===== config.mk =====
export PLATFORM = sky130hd
export DESIGN_NAME = fetch_stage
export DESIGN_NICKNAME = d
export VERILOG_FILES = /design/src/rtl/pipe_pkg.sv /design/src/rtl/next_pc_sel.sv /design/src/rtl/fetch_stage.sv
export SDC_FILE = /design/constraint.sdc
export NUM_CORES = 1
export LEC_CHECK = 0
export CELL_PAD_IN_SITES_DETAIL_PLACEMENT = 1
export CELL_PAD_IN_SITES_GLOBAL_PLACEMENT = 1
export CORE_MARGIN = 4
export CORE_UTILIZATION = 48
export DETAILED_ROUTE_END_ITERATION = 16
export DONT_BUFFER_PORTS = 1
export PLACE_DENSITY = 0.88
export SLEW_MARGIN = 20
export SYNTH_ARGS = -nofsm -noshare
export SYNTH_HDL_FRONTEND = slang
export SYNTH_HIERARCHICAL = 1
export SYNTH_SLANG_ARGS = --single-unit

===== constraint.sdc =====
create_clock -name clk -period 2.6 [get_ports clk]
set_input_delay 0.13 -clock clk [delete_from_list [all_inputs] [get_ports clk]]
set_output_delay 0.13 -clock clk [all_outputs]
set_load 0.01 [all_outputs]

===== src/rtl/pipe_pkg.sv =====
// Shared pipeline types and constants for the IF stage.
package pipe_pkg;

  typedef enum logic [1:0] {
    FETCH = 2'd0,
    WAIT  = 2'd1,
    HOLD  = 2'd2
  } fetch_state_t;

  localparam logic [31:0] NOP_INSTR        = 32'h0000_0000;
  localparam logic [31:0] DEFAULT_RESET_PC = 32'h0000_0000;

endpackage


===== src/rtl/next_pc_sel.sv =====
// Redirect priority mux (jr > branch_taken > jump); zero latency, purely combinational.
// Selected target is word-aligned by forcing bits [1:0] to zero.
module next_pc_sel
  import pipe_pkg::*;
#(
  parameter int XLEN = 32
) (
  input  logic            jump,
  input  logic [XLEN-1:0] jump_target,
  input  logic            branch_taken,
  input  logic [XLEN-1:0] branch_target,
  input  logic            jr,
  input  logic [XLEN-1:0] jr_target,
  output logic            redirect,
  output logic [XLEN-1:0] target
);

  logic [XLEN-1:0] raw_target;

  always_comb begin
    raw_target = jump_target;
    if (jr) begin
      raw_target = jr_target;
    end else if (branch_taken) begin
      raw_target = branch_target;
    end
  end

  assign redirect = jr | branch_taken | jump;
  assign target   = {raw_target[XLEN-1:2], 2'b00};

endmodule


===== src/rtl/fetch_stage.sv =====
// IF stage: PC, imem request/response handshake and IF/ID register; 1 instr/cycle on zero-wait memory.
// Backpressure: stall freezes PC and IF/ID; a late response under stall parks in a one-entry hold buffer.
module fetch_stage
  import pipe_pkg::*;
#(
  parameter int                XLEN     = 32,
  parameter logic [XLEN-1:0]   RESET_PC = XLEN'(DEFAULT_RESET_PC)
) (
  input  logic            clk,
  input  logic            rst_n,
  input  logic            stall,
  input  logic            if_flush,
  input  logic            jump,
  input  logic [XLEN-1:0] jump_target,
  input  logic            branch_taken,
  input  logic [XLEN-1:0] branch_target,
  input  logic            jr,
  input  logic [XLEN-1:0] jr_target,
  output logic            imem_req,
  output logic [XLEN-1:0] imem_addr,
  input  logic            imem_ready,
  input  logic [XLEN-1:0] imem_rdata,
  output logic [XLEN-1:0] pc,
  output logic [XLEN-1:0] if_id_instr,
  output logic [XLEN-1:0] if_id_pc4,
  output logic            if_id_valid
);

  fetch_state_t    state_q, state_d;
  logic [XLEN-1:0] pc_q, pc_d;
  logic            pend_q, pend_d;
  logic [XLEN-1:0] pend_tgt_q, pend_tgt_d;
  logic [XLEN-1:0] hold_q, hold_d;
  logic [XLEN-1:0] instr_q, instr_d;
  logic [XLEN-1:0] pc4_q, pc4_d;
  logic            valid_q, valid_d;

  logic            redirect;
  logic [XLEN-1:0] sel_target;
  logic [XLEN-1:0] pc_plus4;
  logic            load_instr;
  logic [XLEN-1:0] load_dat;

  next_pc_sel #(.XLEN(XLEN)) u_next_pc_sel (
    .jump          (jump),
    .jump_target   (jump_target),
    .branch_taken  (branch_taken),
    .branch_target (branch_target),
    .jr            (jr),
    .jr_target     (jr_target),
    .redirect      (redirect),
    .target        (sel_target)
  );

  assign pc_plus4  = pc_q + XLEN'(4);
  assign pc        = pc_q;
  assign imem_addr = pc_q;

  always_comb begin
    state_d    = state_q;
    pc_d       = pc_q;
    pend_d     = pend_q;
    pend_tgt_d = pend_tgt_q;
    hold_d     = hold_q;
    load_instr = 1'b0;
    load_dat   = imem_rdata;
    imem_req   = 1'b0;

    case (state_q)
      FETCH: begin
        imem_req = !stall;
        if (imem_req && !imem_ready) begin
          // The request is in flight; a redirect now must wait for the response.
          state_d = WAIT;
          if (redirect) begin
            pend_d     = 1'b1;
            pend_tgt_d = sel_target;
          end
        end else if (redirect) begin
          pc_d = sel_target;
        end else if (imem_req) begin
          load_instr = 1'b1;
        end
      end

      WAIT: begin
        imem_req = 1'b1;
        if (redirect) begin
          pend_d     = 1'b1;
          pend_tgt_d = sel_target;
        end
        if (imem_ready) begin
          state_d = FETCH;
          if (pend_q || redirect) begin
            pc_d   = redirect ? sel_target : pend_tgt_q;
            pend_d = 1'b0;
          end else if (stall) begin
            hold_d  = imem_rdata;
            state_d = HOLD;
          end else begin
            load_instr = 1'b1;
          end
        end
      end

      HOLD: begin
        if (redirect) begin
          hold_d  = XLEN'(NOP_INSTR);
          pc_d    = sel_target;
          state_d = FETCH;
        end else if (!stall) begin
          load_instr = 1'b1;
          load_dat   = hold_q;
          hold_d     = XLEN'(NOP_INSTR);
          state_d    = FETCH;
        end
      end

      default: begin
        state_d = FETCH;
      end
    endcase

    if (load_instr) begin
      pc_d = pc_plus4;
    end

    // Flush squashes even a held IF/ID; otherwise stall freezes it.
    instr_d = instr_q;
    pc4_d   = pc4_q;
    valid_d = valid_q;
    if (if_flush || !stall) begin
      instr_d = XLEN'(NOP_INSTR);
      pc4_d   = '0;
      valid_d = 1'b0;
      if (load_instr && !if_flush) begin
        instr_d = load_dat;
        pc4_d   = pc_plus4;
        valid_d = 1'b1;
      end
    end
  end

  always_ff @(posedge clk or negedge rst_n) begin
    if (!rst_n) begin
      state_q    <= FETCH;
      pc_q       <= RESET_PC;
      pend_q     <= 1'b0;
      pend_tgt_q <= '0;
      hold_q     <= '0;
      instr_q    <= XLEN'(NOP_INSTR);
      pc4_q      <= '0;
      valid_q    <= 1'b0;
    end else begin
      state_q    <= state_d;
      pc_q       <= pc_d;
      pend_q     <= pend_d;
      pend_tgt_q <= pend_tgt_d;
      hold_q     <= hold_d;
      instr_q    <= instr_d;
      pc4_q      <= pc4_d;
      valid_q    <= valid_d;
    end
  end

  assign if_id_instr = instr_q;
  assign if_id_pc4   = pc4_q;
  assign if_id_valid = valid_q;

endmodule

# After elaboration in Yosys (flattened, before gate mapping)
# Index checks and enable logic that the tools add are counted.
# totals
ff_bits,164
latchBits,0
ramBits,0
romBits,0
inputBits,136
output_inout_bits,130
wordCells,76
memories,0
# op_classes
add_sub_neg,1
multipliers,0
n_div,0
magnitude_cmp,0
eq_ne,9
shifts,0
muxes,41
bitwise_logic,2
n_reduce_logical,15
# ops
cell,n
32-bit 2-to-1 mux,18
32-bit case mux with 2 select lines,2
32-bit case mux with 3 select lines,1
32-bit by 3-bit adder with 32-bit output (second input constant),1
2-bit 2-to-1 mux,6
3-bit inequality test (second input constant),4
1-bit 2-to-1 mux,10
4-bit AND reduction,2
2-bit inequality test (second input constant),3
2-bit case mux with 3 select lines,1
1-bit case mux with 2 select lines,2
2-bit nonzero test,2
4-bit nonzero test,1
1-bit zero test,3
1-bit case mux with 3 select lines,1
3-bit AND reduction,1
2-bit by 1-bit == test with 1-bit output (second input constant),1
2-bit == test (second input constant),1
1-bit logical AND,2
2-bit zero test,1
1-bit logical OR,2
1-bit OR,2
2-bit AND reduction,1

# Longest topological paths before layout
# Gate-level depths: netlist of the first run.
# depth
depth_word,8
ltp_mapped,10
depth_no_buf,6

# By module
# The synthesis of the first run kept the hierarchy.
# by_module_without_submodules
mod,n_inst,cells_per_inst,area_per_inst_um2,seq_area_each_um2
fetch_stage,1,760,7951.4,4103.9
next_pc_sel,1,105,704.4,0.0

# Least setup slack after synthesis of the first run
# No wires, ideal clock.
# synth_path
kind,flip-flop to flip-flop
start,"reg pc_q[2], in the netlist imem_addr[2]"
end,"reg pc_q[26], in the netlist imem_addr[26]"
setup_ps,124
t_arrival_ps,1969
t_required_ps,2476
path_slack_ps,507
path_stages_with_launch,7
n_path_buf,0
synth_period_minus_slack_ps,2093
path_cell_list,dfrtp_1 -> ha_1 -> nand3_2 -> nor2_1 -> nand3_1 -> a21o_1 -> a211o_1
# synth_between
elab_chain_cells,2
# synth_lines
item,line_no,source
from (decl),fetch_stage.sv:30,"logic [XLEN-1:0] pc_q, pc_d;"
from (signal assigned),fetch_stage.sv:156,pc_q <= pc_d;
32-bit by 3-bit adder with 32-bit output,fetch_stage.sv:55,assign pc_plus4 = pc_q + XLEN'(4);
32-bit 2-to-1 mux,fetch_stage.sv:124,if (load_instr) begin
# No other way between the ends.
# A chain may end at the register's enable or synchronous reset.

# Final worst setup path of the first run
# layout_path
start,"reg pc_q[9], in the netlist imem_addr[9]"
end,"reg pc_q[22], in the netlist imem_addr[22]"
# The elaborated chain is that of the path after synthesis.

==> results.yml, run 1 <==
status:
  outcome: "complete, but fails checks"
  failed_checks: "hold timing"
cts:
  clock_latency_ps: 430
  cts_root_buf: "clkbuf_16"
  cts_tree: "done"
  clock_sinks: 164
  cts.reportedPaths.clkPinSlew_ps: 70
  cts_buffers: 17
  postCtsSetupRepairBufs: 0
  htree_levels: 4
  cts.path.max_buffers: 2
die:
  coreArea_um2: 17500
  rows: 48
  chipHeight_um: 142
  pin_count: 266
  dieArea_um2: 20200
  die_x_um: 142
  initial_utilization_pct: 49.5
timing:
  final_hold_viol_count: 165
  holdWs_ps: -610
  report.final.slew_viol_count: 0
  setup_violations: 0
  fin_crit_ps: 2200
  timing.final.crit_share_pct: 84.8
  fmax_ghz: 0.454
  rsz0062_at_grt: "false"
  slew_headroom_pct: 41.8
  worst_pin_slew_ps: 873
  fin_setup_tns_ps: 0
  finClkSkew_ps: 8.37
routing:
  drtAntennaViolNets: 0
  drcViolationCount: 0
  totalWireLength_um: 26300
  wire_per_inst_um: 23.8
  vias: 6806
  post_drt_via_cell_ratio: 6.16
  dr.first_iter.drc_count: 439
  drt-pass1-iter-count: 5
grt:
  first_global_vias: 7216
  gr-total-overflow: 0
  grt_pass1_wl_um: 41000
  grt_start_max_net_pins: 165
  grt_antenna_before_repair: 1
  track_usage_pct: 25.9
worst_setup_path:
  rr_endpoint: "imem_addr[22]"
  cp_slowest_cell: "or4_4"
  slowest_delay_ps: 630
  crit_chain: "nand4_4 -> or4_4 -> nor3_4 -> o21ai_2 -> a211o_1"
  critPathRequiredTime_ps: 2910
  cp.arrival_ps: 2520
  worstSetupStartpointType: "register"
  r2r_slack_ps: 400
  rr_startpoint: "imem_addr[9]"
  cp-end-kind: "register"
  path_buf_inv: 0
  reg2regPathDepth: 5
  cp_max_fo: 7
  cp_top_family: "simple AND/OR/NAND/NOR gates"
  path_class: "register to register"
synthesis:
  yosysMostFrequentCell: "dfrtp_1"
  yosys.cell_types.count: 57
  synth.top_cell.area_share_pct: 47.4
  ys.flop_type: "dfrtp_1"
  synthArstFlopShare_pct: 100
  syn-cell-area_um2: 8660
  yosysTopAreaCell: "dfrtp_1"
  yosysSeqAreaShare_pct: 47.4
  synth_area_leaders: "dfrtp_1, mux2i_1, nand2_1"
  avgSynthCellArea_um2: 10.0
  synth_edf_count: 0
  yosys_warnings: 6
  synth_seq_cells: 164
  syn_inst: 865
  synthTopCellsByCount: "dfrtp_1, nand2_1, o21ai_0"
placed_design:
  dp.cells: 1031
  gp_congestion: 0.880
  dp_hpwl_um: 18000
  numPortBuffers: 0
finish:
  multi_input_area_um2: 3980
  layout.cells.non_filler: 1105
  nNetsFinal: 1002
  area_growth_pct: 12.3
  nFillCells: 1847
  regArea_um2: 4100
  drive_above_1_share_pct: 13.8
  fin_util_pct: 55.6
hold_path:
  hold_class: "input port to async pin"
pwr:
  power_density_nw_per_um2: 667
  ir_worst_vdd_mv: 0.465
  power_leakage_nw: 4.36
flow_run:
  maxCapViolations: 0
[worst max-delay path by stage]
stage,start,endpoint,slack [ps],cells after the start
after floorplan,imem_addr[2],imem_addr[26],510,6
after global placement,imem_addr[9],imem_addr[22],450,5
after detailed placement,imem_addr[9],imem_addr[22],420,5
after CTS,imem_addr[9],imem_addr[22],410,5
after global routing,imem_addr[9],imem_addr[31],260,5
final,imem_addr[9],imem_addr[22],400,5
[per-stage QoR]
step | total power [mW] | setup slack, ps | instance area (µm²) | hold WS, ps
final | 6.49 | 395 | 9720 | -610
after global routing | 6.76 | 256 | 9720 | -638
after CTS | 6.51 | 407 | 9710 | -621
after detailed placement | 3.97 | 417 | 8730 | -162
after global placement | 3.91 | 454 | 8730 | -160
after floorplan | 3.76 | 507 | 8660 | -166
[sequential cells by signal, summed over array words and instances, names as in the netlist]
| name | count |
|---|---|
| pend_q | 1 |
| hold_q | 32 |
| pend_tgt_q | 32 |
| state_q | 2 |
| if_id_valid | 1 |
| imem_addr | 32 |
| if_id_instr | 32 |
| if_id_pc4 | 32 |
[report_power, final]
| part | switching [mW] | internal (mW) |
|---|---|---|
| Combinational | 0.559 | 0.437 |
| Sequential | 0.235 | 2.77 |
| Clock | 1.20 | 1.29 |
| Total | 1.99 | 4.50 |
[routing by layer]
layer	GRT usage [%]	part of all wire, %
met5	0	0
met1	32.2	41
met4	7.68	1.8
met2	44.0	49
met3	7.53	8.6
[cells in the final DEF (no fill, tap or decap), drive strengths merged, types with 3 or more instances in the layout]
cell,Yosys,routed
nor3,15,15
xnor2,14,14
dlygate4sd3,0,40
nand4,9,9
a21oi,24,24
o32a,6,6
dfrtp,164,164
nand3,13,13
a31oi,5,5
nor4,5,5
a211o,9,9
a21o,7,7
nor2,15,15
clkinv,0,4
o211ai,3,3
a221o,4,4
nor2b,4,4
clkbuf,35,17
o221ai,4,4
mux2i,78,78
o21ai,114,114
nor3b,5,5
nand2,156,156
a22o,35,35
inv,8,18
xor2,13,13
buf,61,36
and3,7,7
mux2,33,33
nand2b,3,3
[worst register-to-register path: stages (launching register included)]
cell     delay (ps)
dfrtp_1         590
nand4_4         240
or4_4           630
nor3_4          250
o21ai_2          70
a211o_1         310
[area by class of cell]
| cell class | instances | share of cell area, % |
|---|---|---|
| Multi-Input combinational cell | 598 | 41.0 |
| Inverter | 8 | 0.309 |
| Tap cell | 225 | 2.90 |
| Clock buffer | 17 | 4.38 |
| Antenna cell | 2 | 0.0515 |
| Sequential cell | 164 | 42.2 |
| Timing Repair Buffer | 76 | 7.54 |
| Clock inverter | 15 | 1.62 |
[kinds of logic after synthesis]
kind of cell / count (synthesis) / share of synthesized area (%)
XOR/XNOR: 27 / 2.73
multiplexers: 111 / 13.3
flip-flops: 164 / 47.4
AO/OA/AOI/OAI: 219 / 16.4
adder cells (fa/ha/maj): 1 / 0.145
buffers and inverters: 104 / 7.00
other: 1 / 0.0433
AND/OR/NAND/NOR: 238 / 12.9
[what timing repair did]
action                    4_1_cts  5_1_grt
hold endpoints to repair      234      165
resized for setup               0        0
hold buffers                   39        1
(Power assumes the default switching activity.)
==> inputs of run 2 (changes only) <==
--- a/config.mk
+++ b/config.mk
@@ -8,10 +8,10 @@
 export CELL_PAD_IN_SITES_DETAIL_PLACEMENT = 1
 export CELL_PAD_IN_SITES_GLOBAL_PLACEMENT = 1
 export CORE_MARGIN = 4
-export CORE_UTILIZATION = 48
+export CORE_UTILIZATION = 43
 export DETAILED_ROUTE_END_ITERATION = 16
 export DONT_BUFFER_PORTS = 1
-export PLACE_DENSITY = 0.88
+export PLACE_DENSITY = 0.83
 export SLEW_MARGIN = 20
 export SYNTH_ARGS = -nofsm -noshare
 export SYNTH_HDL_FRONTEND = slang
==> constraint.sdc (replaced) <==
create_clock -name clk -period 1.9 [get_ports clk]
set_input_delay 0.095 -clock clk [delete_from_list [all_inputs] [get_ports clk]]
set_output_delay 0.095 -clock clk [all_outputs]
set_load 0.01 [all_outputs]
==> run 2 against run 1 <==
- the run still ends with hold timing left
- worst setup slack worse by 380 ps
- die area up 11%
- first-iteration DRC count up 1.4%
- non-clock buffer count up 57
- sequential cell count unchanged
- sequential share of layout area down 3.1 points
- final area up 8.2%
- clock skew up 1.5 ps
- clock-buffer cell count unchanged
- sequential power up 35%
- wire length up 9.0%
- cell count up 8.6%
- critical path type unchanged
- critical endpoint is now imem_addr[13]
- largest power group unchanged
==> results.yml, run 2 (synthesis gave the netlist of run 1 again) <==
cts:
  cts.path.max_buffers: 2
  cts_root_buf: "clkbuf_16"
  cts_tree: "done"
  cts.reportedPaths.clkPinSlew_ps: 70
  htree_levels: 4
  clock_sinks: 164
  clock_latency_ps: 430
  cts_hold_buf: 48
  cts_buffers: 17
timing:
  rsz0062_at_grt: "true"
  report.final.slew_viol_count: 0
  fin_setup_tns_ps: 0
  final_hold_viol_count: 164
  setup_violations: 0
  worst_pin_slew_ps: 511
  fmax_ghz: 0.529
  timing.final.crit_share_pct: 99.4
  setup_slack_ps: 11.0
  holdWs_ps: -628
  finClkSkew_ps: 9.86
  slew_headroom_pct: 65.8
  fin_crit_ps: 1890
finish:
  diodes: 0
  drive_above_1_share_pct: 21.2
  nNetsFinal: 1059
  fin_util_pct: 53.5
  area_growth_pct: 21.5
  final_cell_mix: "nand2_1, dfrtp_1, mux2i_1, o21ai_0, buf_4"
  layout.cells.non_filler: 1200
  final_area_um2: 10500
worst_setup_path:
  critPathRequiredTime_ps: 2240
  worstSetupStartpointType: "register"
  cp.arrival_ps: 2230
  reg2regPathDepth: 7
  cp_max_fo: 4
  path_class: "register to register"
  cp-end-kind: "register"
grt:
  gr-total-overflow: 0
  first_global_vias: 7503
  grt_pass1_wl_um: 43100
  track_usage_pct: 24.8
  grt_antenna_before_repair: 1
  grt_start_max_net_pins: 165
routing:
  wire_per_inst_um: 23.9
  drt-pass1-iter-count: 5
  drtAntennaViolNets: 0
  vias: 7169
  post_drt_via_cell_ratio: 5.97
  drcViolationCount: 0
  dr.first_iter.drc_count: 445
  totalWireLength_um: 28600
placed_design:
  gp_congestion: 0.869
  dpl_cell_area_um2: 9200
  dp_hpwl_um: 18400
  dp_slack_ps: -74.6
  dp.cells: 1106
  numPortBuffers: 0
pwr:
  ir_worst_vdd_mv: 0.516
  p_total_mw: 9.49
  power_leakage_nw: 4.73
  power_density_nw_per_um2: 902
die:
  coreArea_um2: 19700
  die_x_um: 150
  dieArea_um2: 22500
  rows: 51
  pin_count: 266
  chipHeight_um: 150
  initial_utilization_pct: 44.0
status:
  failed_checks: "hold timing"
  outcome: "complete, but fails checks"
flow_run:
  maxCapViolations: 0
hold_path:
  hold_class: "input port to async pin"
run 2: worst max-delay path, cell delays in order, from the launching register on:
cell,delay [ps]
dfrtp_1,420
nand4_1,250
buf_4,240
nor2_2,140
buf_4,140
nand4_1,180
o32a_1,350
o21ai_0,80
run 2: cell type report:
class | count | area (µm²)
clock buffers | 17 | 425
clock inverters | 15 | 208
fillers | 2123 | 9140
inverters | 8 | 30.0
multi-input cells | 598 | 4110
flip-flops and latches | 164 | 4110
well taps | 265 | 332
repair buffers | 133 | 1290
run 2: what timing repair did:
action                                  in CTS  in global routing
endpoints found under the setup margin      11                 39
setup buffers                                3                 10
resized for setup                            6                 21
pin swaps                                    5                 12
cloned                                       0                  1
endpoints found under the hold margin      241                164
run 2: power by group:
group / internal, mW / total [mW] / switching (mW)
Clock: 2.14 / 3.75 / 1.61
Sequential: 3.80 / 4.06 / 0.259
Combinational: 0.743 / 1.67 / 0.931
Total: 6.68 / 9.49 / 2.80
run 2: final timing paths:
kind | startpoint | end | slack (ps)
worst min register to register | hold_q[14] | hold_q[14] | 510
worst max register to register | imem_addr[3] | imem_addr[13] | 10
worst max-delay path | imem_addr[3] | imem_addr[13] | 10
max in group asynchronous | rst_n | imem_addr[9] | 2150
worst min-delay path | rst_n | if_id_instr[25] | -630
min in group clk | jr | pend_tgt_q[15] | 10
run 2: metal layers:
layer	up-vias	track usage, %	routed length (µm)
li1	3155	-	-
met1	3639	31.4	11600
met2	331	42.4	14200
met3	42	5.69	2240
met4	2	7.14	496
met5	-	0	8
==> inputs of run 3 (changes only) <==
--- a/config.mk
+++ b/config.mk
@@ -5,13 +5,13 @@
 export SDC_FILE = /design/constraint.sdc
 export NUM_CORES = 1
 export LEC_CHECK = 0
+export BUFFER_PORTS_ARGS = -buffer_cell sky130_fd_sc_hd__buf_4
 export CELL_PAD_IN_SITES_DETAIL_PLACEMENT = 1
 export CELL_PAD_IN_SITES_GLOBAL_PLACEMENT = 1
 export CORE_MARGIN = 4
-export CORE_UTILIZATION = 43
+export CORE_UTILIZATION = 35
 export DETAILED_ROUTE_END_ITERATION = 16
-export DONT_BUFFER_PORTS = 1
-export PLACE_DENSITY = 0.83
+export PLACE_DENSITY = 0.73
 export SLEW_MARGIN = 20
 export SYNTH_ARGS = -nofsm -noshare
 export SYNTH_HDL_FRONTEND = slang
==> run 3 against run 2 <==
- critical endpoint is now imem_addr[22]
- critical path type unchanged
- the run ends with setup timing left
- wire length up 2.9%
- sequential cell count unchanged
- maximum frequency down 1.9%
==> results.yml, run 3 (synthesis gave the netlist of run 1 again) <==
status:
  outcome: "complete, but fails checks"
  failed_checks: "setup timing"
pwr:
  p_sw_mw: 2.93
  pwr-share-seq_pct: 40.3
  ir_worst_vdd_mv: 0.491
  p_total_mw: 10.0
  sw_frac_of_total_pct: 29.3
  power.share.clock_pct: 37.1
  power_leakage_nw: 6.02
  combPwrFrac_pct: 22.6
  internal_power_mw: 7.09
  power_density_nw_per_um2: 801
routing:
  totalWireLength_um: 29500
  vias: 7733
  met3_length_um: 1770
  drcViolationCount: 0
  wl_met2_um: 14200
  dr.first_iter.drc_count: 430
  drt-met1-wl_um: 13200
  drtAntennaViolNets: 0
  post_drt_via_cell_ratio: 5.10
  wire_per_inst_um: 19.4
  drt-pass1-iter-count: 5
  top_layer: "met4"
worst_setup_path:
  worstSetupStartpointType: "register"
  critPathRequiredTime_ps: 2210
  cp-end-kind: "register"
  path_class: "register to register"
  cp_max_fo: 5
  cp.arrival_ps: 2240
timing:
  fin_crit_ps: 1920
  fin_setup_tns_ps: -47.6
  holdWs_ps: 45.9
  slew_headroom_pct: 65.5
  report.final.slew_viol_count: 0
  worst_pin_slew_ps: 518
  finClkSkew_ps: 8.79
  setup_violations: 3
  final_hold_viol_count: 0
  rsz0062_at_grt: "true"
  setup_slack_ps: -25.0
  timing.final.crit_share_pct: 101
  fmax_ghz: 0.519
cts:
  cts_tree: "done"
  cts_buffers: 17
  clock_latency_ps: 430
  cts_root_buf: "clkbuf_16"
  htree_levels: 4
  clock_sinks: 164
  cts.reportedPaths.clkPinSlew_ps: 70
  cts.path.max_buffers: 2
die:
  rows: 57
  pin_count: 266
  chipHeight_um: 165
  initial_utilization_pct: 35.6
  coreArea_um2: 24300
  dieArea_um2: 27300
  die_x_um: 165
placed_design:
  dpl_cell_area_um2: 11300
  numPortBuffers: 259
  gp_congestion: 0.836
  dp_hpwl_um: 20800
  dp_slack_ps: -150
  dp.cells: 1433
finish:
  nFillCells: 2688
  area_growth_pct: 44.7
  drive_above_1_share_pct: 39.4
  regArea_um2: 4120
  final_cell_mix: "buf_4, nand2_1, dfrtp_1, o21ai_0, mux2i_1"
  final_common_cell: "buf_4"
  fin_util_pct: 51.5
  diodes: 0
  final_area_um2: 12500
  nNetsFinal: 1315
  multi_input_area_um2: 4130
  layout.cells.non_filler: 1515
grt:
  first_global_vias: 8083
  grt_antenna_before_repair: 0
  grt_pass1_wl_um: 44800
  track_usage_pct: 20.8
  gr-total-overflow: 0
  grt_start_max_net_pins: 63
flow_run:
  maxCapViolations: 0
hold_path:
  hold_class: "input port to register"
[run 3: cell types whose count changed in the layout (fill, tap and decap cells not counted), sizes merged]
cell	delta
clkinvlp	-2
clkbuf	+3
dlygate4sd3	-14
inv	-2
clkinv	+3
buf	+268
[run 3: per-layer routing]
layer | track usage, % | vias up
met5 | 0 | -
li1 | - | 3662
met2 | 34.5 | 221
met3 | 4.02 | 20
met4 | 4.95 | 0
met1 | 28.2 | 3830
[run 3: final timing paths]
kind | slack, ps | depth (start not counted) | from | endpoint
max in group asynchronous | 980 | 3 | rst_n | state_q[0]
worst min-delay path | 50 | 4 | jr_target[27] | pend_tgt_q[27]
worst max-delay path | -20 | 5 | imem_addr[6] | imem_addr[22]
worst max register to register | -20 | 5 | imem_addr[6] | imem_addr[22]
worst min register to register | 480 | 2 | if_id_pc4[6] | if_id_pc4[6]
min in group asynchronous | 210 | 2 | rst_n | if_id_pc4[31]
[run 3: timing repair]
item | in CTS | in global routing
gates cloned | 0 | 3
pin swaps | 1 | 8
endpoints found under the setup margin | 9 | 53
gates resized for setup | 2 | 26
hold endpoints to repair | 110 | 0
hold buffers | 34 | 0
buffers inserted | 3 | 10
[run 3: area by class of cell]
type                            instances  area share (%)
Clock buffer                           18            3.51
Sequential cell                       164            32.9
Clock inverter                         14            1.50
Multi-Input combinational cell        598            32.9
Timing Repair Buffer                  389            25.7
Tap cell                              324            3.24
Inverter                                8           0.240
[run 3: power by group through the flow]
stage	Combinational [mW]	Sequential [mW]	Clock (mW)
after floorplan	1.02	4.16	0
after global placement	2.10	4.07	0
after detailed placement	2.16	4.10	0
after CTS	2.23	4.04	3.78
after global routing	2.45	4.07	3.96
final	2.27	4.04	3.72
[run 3: worst max-delay path, cell delays in order (launching register included)]
cell and delay [ps]:
dfrtp_2 400, nand4_4 160, or4_4 610, nor3_4 300, o21ai_2 90, a211o_1 260
